--- config.mk ---
export PLATFORM = sky130hd
export DESIGN_NAME = control_unit
export DESIGN_NICKNAME = d
export VERILOG_FILES = /design/src/rtl/cpu_pkg.sv /design/src/rtl/instr_decode.sv /design/src/rtl/control_unit.sv
export SDC_FILE = /design/constraint.sdc
export NUM_CORES = 1
export LEC_CHECK = 0
export BUFFER_PORTS_ARGS = -buffer_cell sky130_fd_sc_hd__buf_2
export CORE_MARGIN = 10
export CORE_UTILIZATION = 50
export DETAILED_ROUTE_END_ITERATION = 8
export MAX_ROUTING_LAYER = met4
export PLACE_DENSITY_LB_ADDON = 0.3
export SLEW_MARGIN = 20
export SYNTH_ARGS = -nofsm -noshare
export SYNTH_HDL_FRONTEND = slang
export SYNTH_SLANG_ARGS = --single-unit
--- constraint.sdc ---
create_clock -name clk -period 2.8 [get_ports clk]
set_input_delay 0.42 -clock clk [delete_from_list [all_inputs] [get_ports clk]]
set_output_delay 0.42 -clock clk [all_outputs]
set_load 0.01 [all_outputs]
--- src/rtl/cpu_pkg.sv ---
// Shared definitions for the 16-bit CPU controller: opcodes, instruction
// field positions and the sequencing state type.
package cpu_pkg;

  localparam logic [3:0] OP_NOOP  = 4'h0;
  localparam logic [3:0] OP_STORE = 4'h1;
  localparam logic [3:0] OP_LOAD  = 4'h2;
  localparam logic [3:0] OP_HALT  = 4'h3;
  localparam logic [3:0] OP_JZ    = 4'h4;
  localparam logic [3:0] OP_JMP   = 4'h5;

  localparam int OP_MSB    = 15;
  localparam int OP_LSB    = 12;
  localparam int RW_MSB    = 11;
  localparam int RW_LSB    = 8;
  localparam int RA_MSB    = 7;
  localparam int RA_LSB    = 4;
  localparam int RB_MSB    = 3;
  localparam int RB_LSB    = 0;
  localparam int ADDR8_MSB = 7;
  localparam int ADDR8_LSB = 0;

  typedef enum logic [2:0] {
    FETCH,
    DECODE,
    EXEC,
    LD_WB,
    HALTED
  } state_t;

  // The whole upper half of the opcode space is ALU operations
  function automatic logic is_alu_op(input logic [3:0] op);
    return op[3];
  endfunction

endpackage

--- src/rtl/instr_decode.sv ---
// Combinational decode of (state, ir) into the datapath control signals.
// With CTRL_BRANCH_EN defined it also flags JZ/JMP in EXEC for the pc logic.
module instr_decode
  import cpu_pkg::*;
#(
  parameter int WIDTH    = 16,
  parameter int D_ADDR_W = 8,
  parameter int R_ADDR_W = 4
) (
`ifdef CTRL_BRANCH_EN
  output logic                jump,
  output logic                jump_if_zero,
`endif
  input  state_t              state,
  input  logic [WIDTH-1:0]    ir,
  output logic [D_ADDR_W-1:0] d_addr,
  output logic                d_wr,
  output logic [R_ADDR_W-1:0] rf_w_addr,
  output logic [R_ADDR_W-1:0] rf_a_addr,
  output logic [R_ADDR_W-1:0] rf_b_addr,
  output logic                rf_w_en,
  output logic                rf_s,
  output logic [3:0]          alu_sel,
  output logic                halted
);

  logic [3:0] op;
  logic [3:0] rw;
  logic [3:0] ra;
  logic [3:0] rb;
  logic [7:0] addr8;

  always_comb begin
    op    = ir[OP_MSB:OP_LSB];
    rw    = ir[RW_MSB:RW_LSB];
    ra    = ir[RA_MSB:RA_LSB];
    rb    = ir[RB_MSB:RB_LSB];
    addr8 = ir[ADDR8_MSB:ADDR8_LSB];

    d_addr    = '0;
    d_wr      = 1'b0;
    rf_w_en   = 1'b0;
    rf_s      = 1'b0;
    halted    = 1'b0;
`ifdef CTRL_BRANCH_EN
    jump         = 1'b0;
    jump_if_zero = 1'b0;
`endif
    rf_w_addr = R_ADDR_W'(rw);
    rf_b_addr = R_ADDR_W'(rb);
    rf_a_addr = R_ADDR_W'(ra);
    alu_sel   = is_alu_op(op) ? {1'b0, op[2:0]} : 4'h0;

    // STORE and JZ read the register named by rw through port A
    if (op == OP_STORE)
      rf_a_addr = R_ADDR_W'(rw);
`ifdef CTRL_BRANCH_EN
    if (op == OP_JZ)
      rf_a_addr = R_ADDR_W'(rw);
`endif

    unique case (state)
      EXEC: begin
        case (op)
          OP_STORE: begin
            d_wr   = 1'b1;
            d_addr = D_ADDR_W'(addr8);
          end
          OP_LOAD:  d_addr = D_ADDR_W'(addr8);
`ifdef CTRL_BRANCH_EN
          OP_JZ:    jump_if_zero = 1'b1;
          OP_JMP:   jump = 1'b1;
`endif
          OP_NOOP, OP_HALT: ;
          default:  rf_w_en = is_alu_op(op);
        endcase
      end
      LD_WB: begin
        d_addr  = D_ADDR_W'(addr8);
        rf_s    = 1'b1;
        rf_w_en = 1'b1;
      end
      HALTED: halted = 1'b1;
      default: ;
    endcase
  end

endmodule

--- src/rtl/control_unit.sv ---
// Instruction sequencer: holds state, pc and ir and drives the datapath via
// instr_decode. Define CTRL_BRANCH_EN to enable JZ/JMP; otherwise they are NOOPs.
module control_unit
  import cpu_pkg::*;
#(
  parameter int WIDTH    = 16,
  parameter int D_ADDR_W = 8,
  parameter int R_ADDR_W = 4,
  parameter int PC_W     = 8
) (
  input  logic                clk,
  input  logic                reset_n,
  output logic [PC_W-1:0]     I_addr,
  input  logic [WIDTH-1:0]    I_data,
  input  logic [WIDTH-1:0]    ALU_A,
  output logic [D_ADDR_W-1:0] D_addr,
  output logic                D_wr,
  output logic [R_ADDR_W-1:0] RF_W_addr,
  output logic [R_ADDR_W-1:0] RF_A_addr,
  output logic [R_ADDR_W-1:0] RF_B_addr,
  output logic                RF_W_en,
  output logic                RF_s,
  output logic [3:0]          ALU_sel,
  output logic                halted
);

  state_t           state;
  logic [PC_W-1:0]  pc;
  logic [WIDTH-1:0] ir;
  logic [3:0]       op;

  assign op = ir[OP_MSB:OP_LSB];

  // pc advances in DECODE, so later states show the address of the
  // instruction in flight until the next fetch
  assign I_addr = (state == FETCH || state == DECODE) ? pc : pc - PC_W'(1);

`ifdef CTRL_BRANCH_EN
  logic            jump;
  logic            jump_if_zero;
  logic            branch_taken;
  logic [PC_W-1:0] target;

  assign target       = PC_W'(ir[ADDR8_MSB:ADDR8_LSB]);
  assign branch_taken = jump || (jump_if_zero && (ALU_A == '0));
`else
  logic unused_alu_a;
  assign unused_alu_a = ^ALU_A;
`endif

  always_ff @(posedge clk or negedge reset_n) begin
    if (!reset_n) begin
      state <= FETCH;
      pc    <= '0;
      ir    <= '0;
    end else begin
      unique case (state)
        FETCH: state <= DECODE;
        DECODE: begin
          ir    <= I_data;
          pc    <= pc + PC_W'(1);
          state <= EXEC;
        end
        EXEC: begin
`ifdef CTRL_BRANCH_EN
          if (branch_taken)
            pc <= target;
`endif
          if (op == OP_LOAD)
            state <= LD_WB;
          else if (op == OP_HALT)
            state <= HALTED;
          else
            state <= FETCH;
        end
        LD_WB:  state <= FETCH;
        HALTED: state <= HALTED;
        default: state <= FETCH;
      endcase
    end
  end

  instr_decode #(
    .WIDTH    (WIDTH),
    .D_ADDR_W (D_ADDR_W),
    .R_ADDR_W (R_ADDR_W)
  ) u_decode (
`ifdef CTRL_BRANCH_EN
    .jump         (jump),
    .jump_if_zero (jump_if_zero),
`endif
    .state        (state),
    .ir           (ir),
    .d_addr       (D_addr),
    .d_wr         (D_wr),
    .rf_w_addr    (RF_W_addr),
    .rf_a_addr    (RF_A_addr),
    .rf_b_addr    (RF_B_addr),
    .rf_w_en      (RF_W_en),
    .rf_s         (RF_s),
    .alu_sel      (ALU_sel),
    .halted       (halted)
  );

endmodule

# --- Word level (Yosys, flattened, before mapping) ---
# Cells that the tools add are included.
word_totals:
  reg_bits: 27
  out_inout_bits: 36
  elab_cells: 31
op_classes:
  add_sub_neg: 2
  eq_ne: 7
  mux: 14
  reduce_logical: 5
ops:
  columns: ["operator", "count"]
  rows:
  - ["$mux W8", 2]
  - ["$pmux W8 S2", 1]
  - ["$pmux W3 S4", 1]
  - ["$mux W3", 3]
  - ["$add A8 B1 Y8 const B", 1]
  - ["$eq A4 B2 Y1 const B", 2]
  - ["$sub A8 B1 Y8 const B", 1]
  - ["$eq A3 B2 Y1 const B", 2]
  - ["$mux W1", 5]
  - ["$eq A4 B1 Y1 const B", 1]
  - ["$logic_not A4 Y1", 1]
  - ["$mux W4", 1]
  - ["$reduce_or A4 Y1", 1]
  - ["$eq A3 B1 Y1 const B", 1]
  - ["$eq A3 B3 Y1 const B", 1]
  - ["$logic_not A3 Y1", 1]
  - ["$pmux W1 S2", 1]
  - ["$reduce_or A2 Y1", 1]
  - ["$logic_or A1 B1 Y1", 1]

# --- Logic depth before layout (Yosys ltp) ---
# Gate-level depths: netlist of run 1.
depth:
  ltp_word: 4
  ltp_mapped: 5
  mapped_depth_nobuf: 5

# --- Cells and area by module ---
# From an unflattened synthesis of run 1, not the netlist that was laid out.
hier_totals:
  hier_cells: 145
  area_unflattened_um2: 1611.5
modules_own_cells:
  columns: ["module", "instances", "cells_per_inst", "area_per_inst_um2", "seq_area_each_um2"]
  rows:
  - ["control_unit", 1, 101, 1270.0, 675.6]
  - ["instr_decode", 1, 44, 341.6, 0.0]

# --- Worst setup path after synthesis of run 1 ---
# Ideal clock, no wire load.
synth_path:
  kind: "register to output"
  from: "register pc[2]"
  to: "output I_addr[7]"
  arrival_ps: 1553
  t_required_ps: 2380
  slack_ps: 827
  path_stages_with_launch: 5
  n_path_buf: 1
  cell_sequence: "dfrtp_1 buf_6 or3_4 or4b_4 xnor2_2"
synth_between:
  elab_chain_cells: 2
synth_lines:
  columns: ["element", "line", "rtl"]
  rows:
  - ["from (decl)", "control_unit.sv:28", "logic [PC_W-1:0] pc;"]
  - ["from (signal assigned)", "control_unit.sv:61", "pc <= pc + PC_W'(1);"]
  - ["$sub A8 B1 Y8", "control_unit.sv:36", "assign I_addr = (state == FETCH || state == DECODE) ? pc : pc - PC_W'(1);"]
  - ["$mux W8", "control_unit.sv:36", null]
  - ["to (decl)", "control_unit.sv:13", "output logic [PC_W-1:0] I_addr,"]
# No other way between the ends.

# --- Worst setup path in the final report of run 1 ---
# Same ends and word-level chain as after synthesis.

==> results of run 1 <==
==> kinds of logic (layout without fill, tap and decap cells) <==
group	after synthesis	after routing	share of synthesized area (%)
xor gates and xnor gates	15	15	9.121
buffers and inverters	19	60	7.641
muxes	21	21	15.45
adders and majority gates	2	2	1.643
and+or+nand+nor	45	45	19.39
AOI/OAI and AO/OA	6	6	2.136
other	1	1	0.2463
DFF	27	27	44.37
==> cells in the mapped netlist (all sizes together) <==
| cell type | n | share of area, % |
|---|---|---|
| mux2 | 20 | 15 |
| nand2b | 3 | 1.2 |
| nor4 | 1 | 0.41 |
| mux2i | 1 | 0.66 |
| nor2 | 8 | 2.1 |
| nor2b | 2 | 0.82 |
| xnor2 | 11 | 6.8 |
| xor2 | 4 | 2.3 |
| or4b | 1 | 0.90 |
| inv | 3 | 0.74 |
| nor3 | 2 | 0.66 |
| nand2 | 5 | 1.2 |
| o21ai | 2 | 0.66 |
| a211oi | 1 | 0.49 |
| nor3b | 8 | 4.7 |
| dfrtp | 27 | 44 |
| conb | 1 | 0.25 |
| or3b | 1 | 0.58 |
| nor4b | 1 | 0.99 |
| buf | 12 | 5.8 |
| nand4 | 6 | 2.5 |
| a21oi | 3 | 0.99 |
| ha | 2 | 1.6 |
| and3 | 3 | 1.3 |
| and2 | 3 | 1.2 |
| clkbuf | 4 | 1.1 |
| or3 | 1 | 0.74 |
==> worst paths after layout <==
| check | depth (start not counted) | start | end | slack, ns |
|---|---|---|---|---|
| max | 4 | pc[2]$_DFFE_PN0N_ | I_addr[7] | 0.33 |
| min | 1 | reset_n | state[0]$_DFF_PN0_ | 0.08 |
| max reg2reg | 3 | state[0]$_DFF_PN0_ | ir[10]$_DFFE_PN0N_ | 1.08 |
| min reg2reg | 1 | ir[1]$_DFFE_PN0N_ | ir[1]$_DFFE_PN0N_ | 0.54 |
| max in group asynchronous | 1 | reset_n | ir[1]$_DFFE_PN0N_ | 2.32 |
| min in group clk | 2 | I_data[15] | ir[15]$_DFFE_PN0N_ | 0.30 |
==> metrics by stage <==
step           cell area (µm²)  power [µW]  utilization (%)  setup WS [ns]  hold slack [ns]
6_report                  1752        2062            61.92         0.3265          0.07992
5_1_grt                   1752        2236            61.92         0.2172          0.08641
4_1_cts                   1752        2092            61.92         0.2982          0.08848
3_5_place_dp              1724        1920            60.95         0.6928           0.4734
3_3_place_gp              1724        1875            60.95         0.7222           0.4546
2_1_floorplan             1523        1610                -         0.8275           0.1244
==> layout make-up <==
type	instances	area, µm²	share of cell area, %
clock buffers	3	22.52	1.286
well taps	31	38.79	2.214
multi-input cells	90	730.7	41.71
clock inverters	1	5.005	0.2857
flip-flops and latches	27	675.6	38.57
inverters	3	11.26	0.6429
repair buffers	53	267.8	15.29
==> state kept, by name, indices dropped and copies added (netlist names) <==
| name | cells |
|---|---|
| ir | 16 |
| pc | 8 |
| state | 3 |
==> power by group <==
part           internal [µW]  leakage, µW  switching (µW)
Combinational            558     0.000506             550
Sequential               568     0.000328             214
Clock                   53.6    0.0000177             118
Total                   1180     0.000852             882
==> metal layers <==
metal	wire, µm	part of all wire (%)
met2	1760	52
met4	54	1.6
met5	0	0
met1	1375	41
met3	198	5.8
==> worst register-to-register path, cell delays in order, from the launching register on <==
cell and delay [ns]:
dfrtp_1 0.50, nor3b_4 0.42, buf_4 0.33, mux2_2 0.37
==> run_results.csv, run 1 <==
group,metric,value,unit
status,status,"finished, final reports clean",
run,maxCapViolCount,0,
cells_and_area,layout_commonest_cell,"buf_2",
critical_path,required,2.38,ns
detailed_routing,drc,0,
detailed_routing,drtPass1Iterations,4,
cells_and_area,diodes,0,
sta,finalCriticalPeriod,2.473,ns
floorplanning,dieArea,5653,µm²
critical_path,end_kind,"output port",
global_route,met2_usage,22.57,%
power_and_ir_drop,ir_worst_vdd,0.6596,mV
detailed_routing,ant_nets,0,
critical_path,path_cells,"or3_4 -> or4b_4 -> xnor2_2 -> buf_2",
global_route,use_met1,14.24,%
cts,cts_buffers,3,
cts,cts_tree,"built",
yosys,syn-cell-area,1523,µm²
cts,cts_setup_buffers,0,
global_route,use_met3,3.417,%
sta,rsz0062_at_grt,"no",
cells_and_area,stdcell_count,208,
sta,relSlewSlack,54.86,%
detailed_routing,wl,3388,µm
global_route,first_global_vias,1202,
cts,clockBufferDepth,2,
floorplanning,start_util,53.83,%
global_route,grt-ovfl-total,0,
place,place.gp.congestion,0.8239,
cts,h-tree-depth,1,
floorplanning,die_w,75.19,µm
cells_and_area,drive_above_1_share,46.89,%
detailed_routing,detail_route.vias_per_cell,5.317,
place,io_buffers,52,
cells_and_area,final_nets,214,
cts,cts-root-buf,"clkbuf_4",
cells_and_area,final_cell_mix,"buf_2, dfrtp_1, mux2_2",
yosys,synth.net_count,172,
sta,fmax,404.3,MHz
cts,cts_resized,0,
yosys,yosys_warnings,0,
critical_path,crit_family,"simple AND/OR/NAND/NOR gates",
detailed_routing,dr.first_iter.drc_count,38,
floorplanning,chipHeight,75.19,µm
sta,maxSlewViolCount,0,
critical_path,path_class,"flip-flop to output port",
floorplanning,coreArea,2829,µm²
critical_path,cp-start-kind,"flip-flop",
cts,cts_hold_buffers,0,
critical_path,cp.arrival,2.05,ns
yosys,netlist_instances,136,
cts,clk_latency,0.33,ns
global_route,grt_usage,13.07,%
place,dp.final_hpwl,2658,µm
sta,skew,0.007061,ns
global_route,busiest_layer,"met2",
global_route,grt_max_degree,28,
floorplanning,fp-row-count,19,
critical_path,worst-path-buf-inv,1,
sta,fin_crit_sh,88.34,%
cts,path_clk_slew,0.15,ns
cts,clock-sinks,27,
sta,tns,0,ns
critical_path,max_stage_delay,0.53,ns
worst_hold_path,hold_path_class,"input pin to async pin",
sta,max_slew.worst_pin.slew,0.6771,ns
yosys,avgSynthCellArea,11.20,µm²
critical_path,cp_max_fo,8,
yosys,yosysSeqAreaShare,44.37,%
yosys,synth_cell_types,36,
cells_and_area,syn_to_final_growth,15.04,%
cells_and_area,nFillCells,264,
global_route,grt_pass1_wl,5575,µm
place,place_inst,204,
power_and_ir_drop,powerDensity,1177,nW/µm²
power_and_ir_drop,power_leakage,0.0008516,µW
floorplanning,ios,70,
detailed_routing,vias,1106,
sta,report.final.setup_viol,0,
detailed_routing,wire_per_inst,16.29,µm
yosys,synth-seq-cells,27,
critical_path,cp_slowest_cell,"or4b_4",
global_route,antenna_found_initial,0,
sta,hold_violations,0,
No activity file was read; power rests on OpenSTA's default activity.
==> run 2: changes to the inputs <==
Settings changed: PLACE_DENSITY from default to 0.85, PLACE_DENSITY_LB_ADDON 0.3 to default.
==> run_results.csv, run 2 (same netlist as run 1, synthesis figures left out) <==
group,metric,value,unit
cells_and_area,multi_input_comb_area,730.7,µm²
cts,clock-sinks,27,
sta,hold_violations,0,
critical_path,reg2reg_to,"ir[7]$_DFFE_PN0N_",
detailed_routing,drtPass1Iterations,4,
critical_path,cp-start-kind,"flip-flop",
sta,relSlewSlack,57.69,%
cells_and_area,layout_commonest_cell,"buf_2",
cells_and_area,final_area,1752,µm²
cells_and_area,syn_to_final_growth,15.04,%
floorplanning,ios,70,
floorplanning,start_util,53.83,%
floorplanning,coreArea,2829,µm²
detailed_routing,dr.first_iter.drc_count,41,
global_route,first_global_vias,1191,
critical_path,rr_worst_depth,3,
critical_path,reg2reg_from,"state[2]$_DFF_PN0_",
critical_path,required,2.38,ns
cells_and_area,drive_above_1_share,46.89,%
global_route,antenna_found_initial,0,
critical_path,cp.arrival,2.05,ns
cells_and_area,final_cell_mix,"buf_2, dfrtp_1, mux2_2",
sta,finalCriticalPeriod,2.469,ns
cells_and_area,final_nets,214,
cts,cts_hold_buffers,0,
sta,maxSlewViolCount,0,
critical_path,cp-startpoint,"pc[2]$_DFFE_PN0N_",
sta,max_slew.worst_pin.slew,0.6330,ns
sta,rsz0062_at_grt,"no",
place,io_buffers,52,
critical_path,cp_max_fo,8,
cts,cts_setup_buffers,0,
run,maxCapViolCount,0,
cts,cts_resized,0,
cts,path_clk_slew,0.15,ns
cells_and_area,seq_area,675.6,µm²
global_route,grt_max_degree,28,
sta,fmax,405.0,MHz
critical_path,end_kind,"output port",
floorplanning,fp-row-count,19,
detailed_routing,drc,0,
power_and_ir_drop,power_leakage,0.0008516,µW
detailed_routing,ant_nets,0,
cts,clk_latency,0.33,ns
cts,cts_buffers,3,
detailed_routing,vias,1134,
sta,skew,0.01104,ns
detailed_routing,detail_route.vias_per_cell,5.452,
critical_path,endpoint,"I_addr[7]",
sta,report.final.setup_viol,0,
detailed_routing,wl,3369,µm
power_and_ir_drop,ir_worst_vdd,0.6077,mV
detailed_routing,wire_per_inst,16.20,µm
cts,cts_tree,"built",
cells_and_area,nFillCells,244,
cells_and_area,regMostFlops,"ir",
global_route,grt_pass1_wl,5547,µm
sta,tns,0,ns
floorplanning,dieArea,5653,µm²
place,dpl_cell_area,1724,µm²
cts,clockBufferDepth,2,
cells_and_area,top_regs,"ir (16), pc (8), state (3)",
status,status,"finished, final reports clean",
power_and_ir_drop,powerDensity,1176,nW/µm²
cts,cts-root-buf,"clkbuf_4",
cts,h-tree-depth,1,
global_route,grt-ovfl-total,0,
cells_and_area,diodes,0,
worst_hold_path,hold_path_class,"input pin to async pin",
place,dp.final_hpwl,2669,µm
cells_and_area,largest_register_ffs,16,
critical_path,ff2ff_setup_slack,0.90,ns
floorplanning,chipHeight,75.19,µm
critical_path,path_class,"flip-flop to output port",
sta,fin_crit_sh,88.19,%
sta,hold_ws,0.07087,ns
place,place.gp.congestion,0.7490,
global_route,grt_usage,13.01,%
floorplanning,die_w,75.19,µm
-- run 2: cell counts in the layout (fill, tap and decap cells not counted) --
No cell type changed its count.
-- run 2: routing by layer --
layer | track usage, % | routed length (µm) | up-vias
li1 | - | - | 538
met1 | 13.68 | 1351 | 556
met2 | 23.52 | 1791 | 32
met3 | 1.708 | 148 | 8
met4 | 6.186 | 78 | 0
met5 | - | 0 | -
-- run 2: metrics by stage --
step                      setup slack [ns]  std cells  util, %  power (µW)
after floorplan                     0.8275        136        -        1610
after global placement              0.7146        204    60.95        1861
after detailed placement            0.7097        204    60.95        1918
after CTS                           0.3203        208    61.92        2088
after global routing                0.2460        208    61.92        2231
final                               0.3307        208    61.92        2060
-- run 2: worst min path at each step --
stage | startpoint | to | slack (ns) | cells past startpoint
after floorplan | reset_n | ir[0]$_DFFE_PN0N_ | 0.12 | 0
after global routing | reset_n | pc[0]$_DFFE_PN0N_ | 0.1 | 1
after global placement | reset_n | ir[0]$_DFFE_PN0N_ | 0.44 | 1
final | reset_n | ir[12]$_DFFE_PN0N_ | 0.07 | 1
after detailed placement | reset_n | ir[0]$_DFFE_PN0N_ | 0.46 | 1
after CTS | reset_n | ir[12]$_DFFE_PN0N_ | 0.09 | 1
-- run 2: area by class of cell --
type	count	area share (%)
Multi-Input combinational cell	90	41.71
Sequential cell	27	38.57
Timing Repair Buffer	53	15.29
Tap cell	31	2.214
Clock buffer	3	1.286
Inverter	3	0.6429
Clock inverter	1	0.2857
-- run 2: where the power goes --
part | switching (µW) | internal (µW) | leakage, µW | total [µW]
logic | 546 | 558 | 0.000506 | 1100
clock network | 116 | 53.6 | 0.0000177 | 170
registers | 217 | 568 | 0.000328 | 785
total | 880 | 1180 | 0.000852 | 2060
-- run 2: worst max-delay path: stages, from the launching register on --
cell and delay (ns):
dfrtp_1 0.49, or3_4 0.42, or4b_4 0.54, xnor2_2 0.14
buf_2 0.14
==> run 3: changes to the inputs <==
Settings changed: CELL_PAD_IN_SITES_DETAIL_PLACEMENT from default to 0, CELL_PAD_IN_SITES_GLOBAL_PLACEMENT from default to 2, CORE_MARGIN 10 to 1, CORE_UTILIZATION 50 to 30, PLACE_DENSITY 0.85 to default, PLACE_DENSITY_LB_ADDON from default to 0.1.
==> run_results.csv, run 3 (same netlist as run 1, synthesis figures left out) <==
group,metric,value,unit
global_route,first_global_vias,1079,
power_and_ir_drop,p_int,1231,µW
critical_path,end_kind,"output port",
global_route,met2_usage,21.91,%
cells_and_area,final_nets,214,
power_and_ir_drop,p_seq_share,37.2,%
detailed_routing,drc,0,
power_and_ir_drop,power_leakage,0.0008567,µW
cts,h-tree-depth,1,
cells_and_area,diodes,0,
critical_path,crit_family,"simple AND/OR/NAND/NOR gates",
status,status,"finished, final reports clean",
critical_path,worst-path-buf-inv,1,
global_route,grt_usage,13.22,%
critical_path,cp_max_fo,8,
cells_and_area,top_regs,"ir (16), pc (8), state (3)",
critical_path,cp.arrival,1.97,ns
worst_hold_path,hold_path_class,"input pin to async pin",
cts,cts_buffers,3,
detailed_routing,vias,1097,
power_and_ir_drop,powerDensity,1160,nW/µm²
cells_and_area,regMostFlops,"ir",
cts,clockBufferDepth,2,
place,place.gp.congestion,0.7428,
global_route,grt_max_degree,28,
cells_and_area,nFillCells,517,
floorplanning,coreArea,4817,µm²
power_and_ir_drop,switching_power,874.2,µW
detailed_routing,detail_route.vias_per_cell,4.496,
global_route,grt_pass1_wl,5216,µm
power_and_ir_drop,clkPwrFrac,10.5,%
global_route,grt-ovfl-total,0,
cts,cts_hold_buffers,0,
cts,path_clk_slew,0.09,ns
floorplanning,chipHeight,73.25,µm
cells_and_area,fin_util,37.66,%
cells_and_area,multi_input_comb_area,730.7,µm²
cells_and_area,drive_above_1_share,46.33,%
global_route,use_met1,15.99,%
sta,rsz0062_at_grt,"no",
sta,relSlewSlack,51.76,%
floorplanning,start_util,31.61,%
place,io_buffers,52,
cts,cts_setup_buffers,0,
power_and_ir_drop,ir_worst_vdd,0.5647,mV
detailed_routing,wl,3228,µm
floorplanning,fp-row-count,25,
cells_and_area,syn_to_final_growth,19.15,%
sta,maxSlewViolCount,0,
sta,report.final.setup_viol,0,
place,dp.final_hpwl,2407,µm
global_route,use_met3,3.867,%
power_and_ir_drop,switching_share,41.53,%
cts,clock-sinks,27,
detailed_routing,wire_per_inst,13.23,µm
detailed_routing,dr.first_iter.drc_count,21,
global_route,busiest_layer,"met2",
cts,clk_latency,0.27,ns
power_and_ir_drop,pwr-share-comb,52.3,%
run,maxCapViolCount,0,
sta,tns,0,ns
sta,fmax,417.7,MHz
critical_path,required,2.38,ns
sta,hold_violations,0,
cts,cts_tree,"built",
cells_and_area,seq_area,675.6,µm²
sta,skew,0.001118,ns
global_route,antenna_found_initial,0,
critical_path,path_class,"flip-flop to output port",
floorplanning,ios,70,
detailed_routing,drtPass1Iterations,4,
floorplanning,die_w,73.25,µm
critical_path,cp-start-kind,"flip-flop",
critical_path,max_stage_delay,0.54,ns
cells_and_area,layout_commonest_cell,"buf_2",
detailed_routing,ant_nets,0,
sta,max_slew.worst_pin.slew,0.7218,ns
cells_and_area,largest_register_ffs,16,
sta,fin_crit_sh,85.50,%
critical_path,cp_slowest_cell,"or4b_4",
floorplanning,dieArea,5365,µm²
sta,finalCriticalPeriod,2.394,ns
cts,cts_resized,0,
cells_and_area,final_cell_mix,"buf_2, dfrtp_1, mux2_2",
cts,cts-root-buf,"clkbuf_8",
critical_path,path_cells,"or3_4 -> or4b_4 -> xnor2_2 -> buf_2",
==> run 3: changes by cell type in the layout (fill, tap and decap cells not counted), sizes merged <==
cell	previous run	this run
clkbuf	3	4
clkinv	1	0
==> run 3: power groups by stage <==
stage | combinational [µW] | sequential [µW] | clock (µW)
5_1_grt | 1210 | 820 | 255
3_5_place_dp | 1120 | 791 | 0
3_3_place_gp | 1100 | 782 | 0
6_report | 1100 | 783 | 221
4_1_cts | 1130 | 783 | 232
2_1_floorplan | 913 | 697 | 0
==> run 3: path summary, 6_finish.rpt <==
kind                            slack, ns                from                  to  cells after the start
worst min register to register       0.51  ir[11]$_DFFE_PN0N_  ir[11]$_DFFE_PN0N_                      1
worst max register to register       1.07  state[0]$_DFF_PN0_   ir[2]$_DFFE_PN0N_                      3
max in group asynchronous            2.25             reset_n   ir[1]$_DFFE_PN0N_                      1
min in group clk                     0.36          I_data[15]  ir[15]$_DFFE_PN0N_                      2
worst min-delay path                 0.15             reset_n   pc[6]$_DFFE_PN0N_                      1
worst max-delay path                 0.41   pc[2]$_DFFE_PN0N_           I_addr[7]                      4
==> run 3: stage by stage <==
stage | area, µm² | hold slack (ns) | std cells | setup WS (ns) | total power, µW
2_1_floorplan | 1523 | 0.1244 | 136 | 0.8275 | 1610
3_3_place_gp | 1769 | 0.4740 | 240 | 0.7063 | 1884
3_5_place_dp | 1769 | 0.4744 | 240 | 0.7041 | 1912
4_1_cts | 1814 | 0.1739 | 244 | 0.3907 | 2143
5_1_grt | 1814 | 0.1950 | 244 | 0.3391 | 2288
6_report | 1814 | 0.1506 | 244 | 0.4059 | 2105
==> run 3: area by class of cell <==
cell class	count	share of cell area, %
inverter	3	0.6207
clock buffer	4	2.483
tap	67	4.621
sequential	27	37.24
timing repair buffer	53	14.76
multi-input combinational	90	40.28
==> run 3: worst reg2reg max path: cells and delay by family, from the launching register on <==
| kind | cells | cell delay (ns) |
|---|---|---|
| flip-flops | 1 | 0.49 |
| buffers and inverters | 1 | 0.34 |
| AND/OR/NAND/NOR | 1 | 0.42 |
| multiplexers | 1 | 0.38 |
==> run 3: layer usage <==
layer	wire length (µm)	up-vias
met4	20	0
li1	-	534
met1	1455	526
met5	0	-
met3	226	2
met2	1525	35
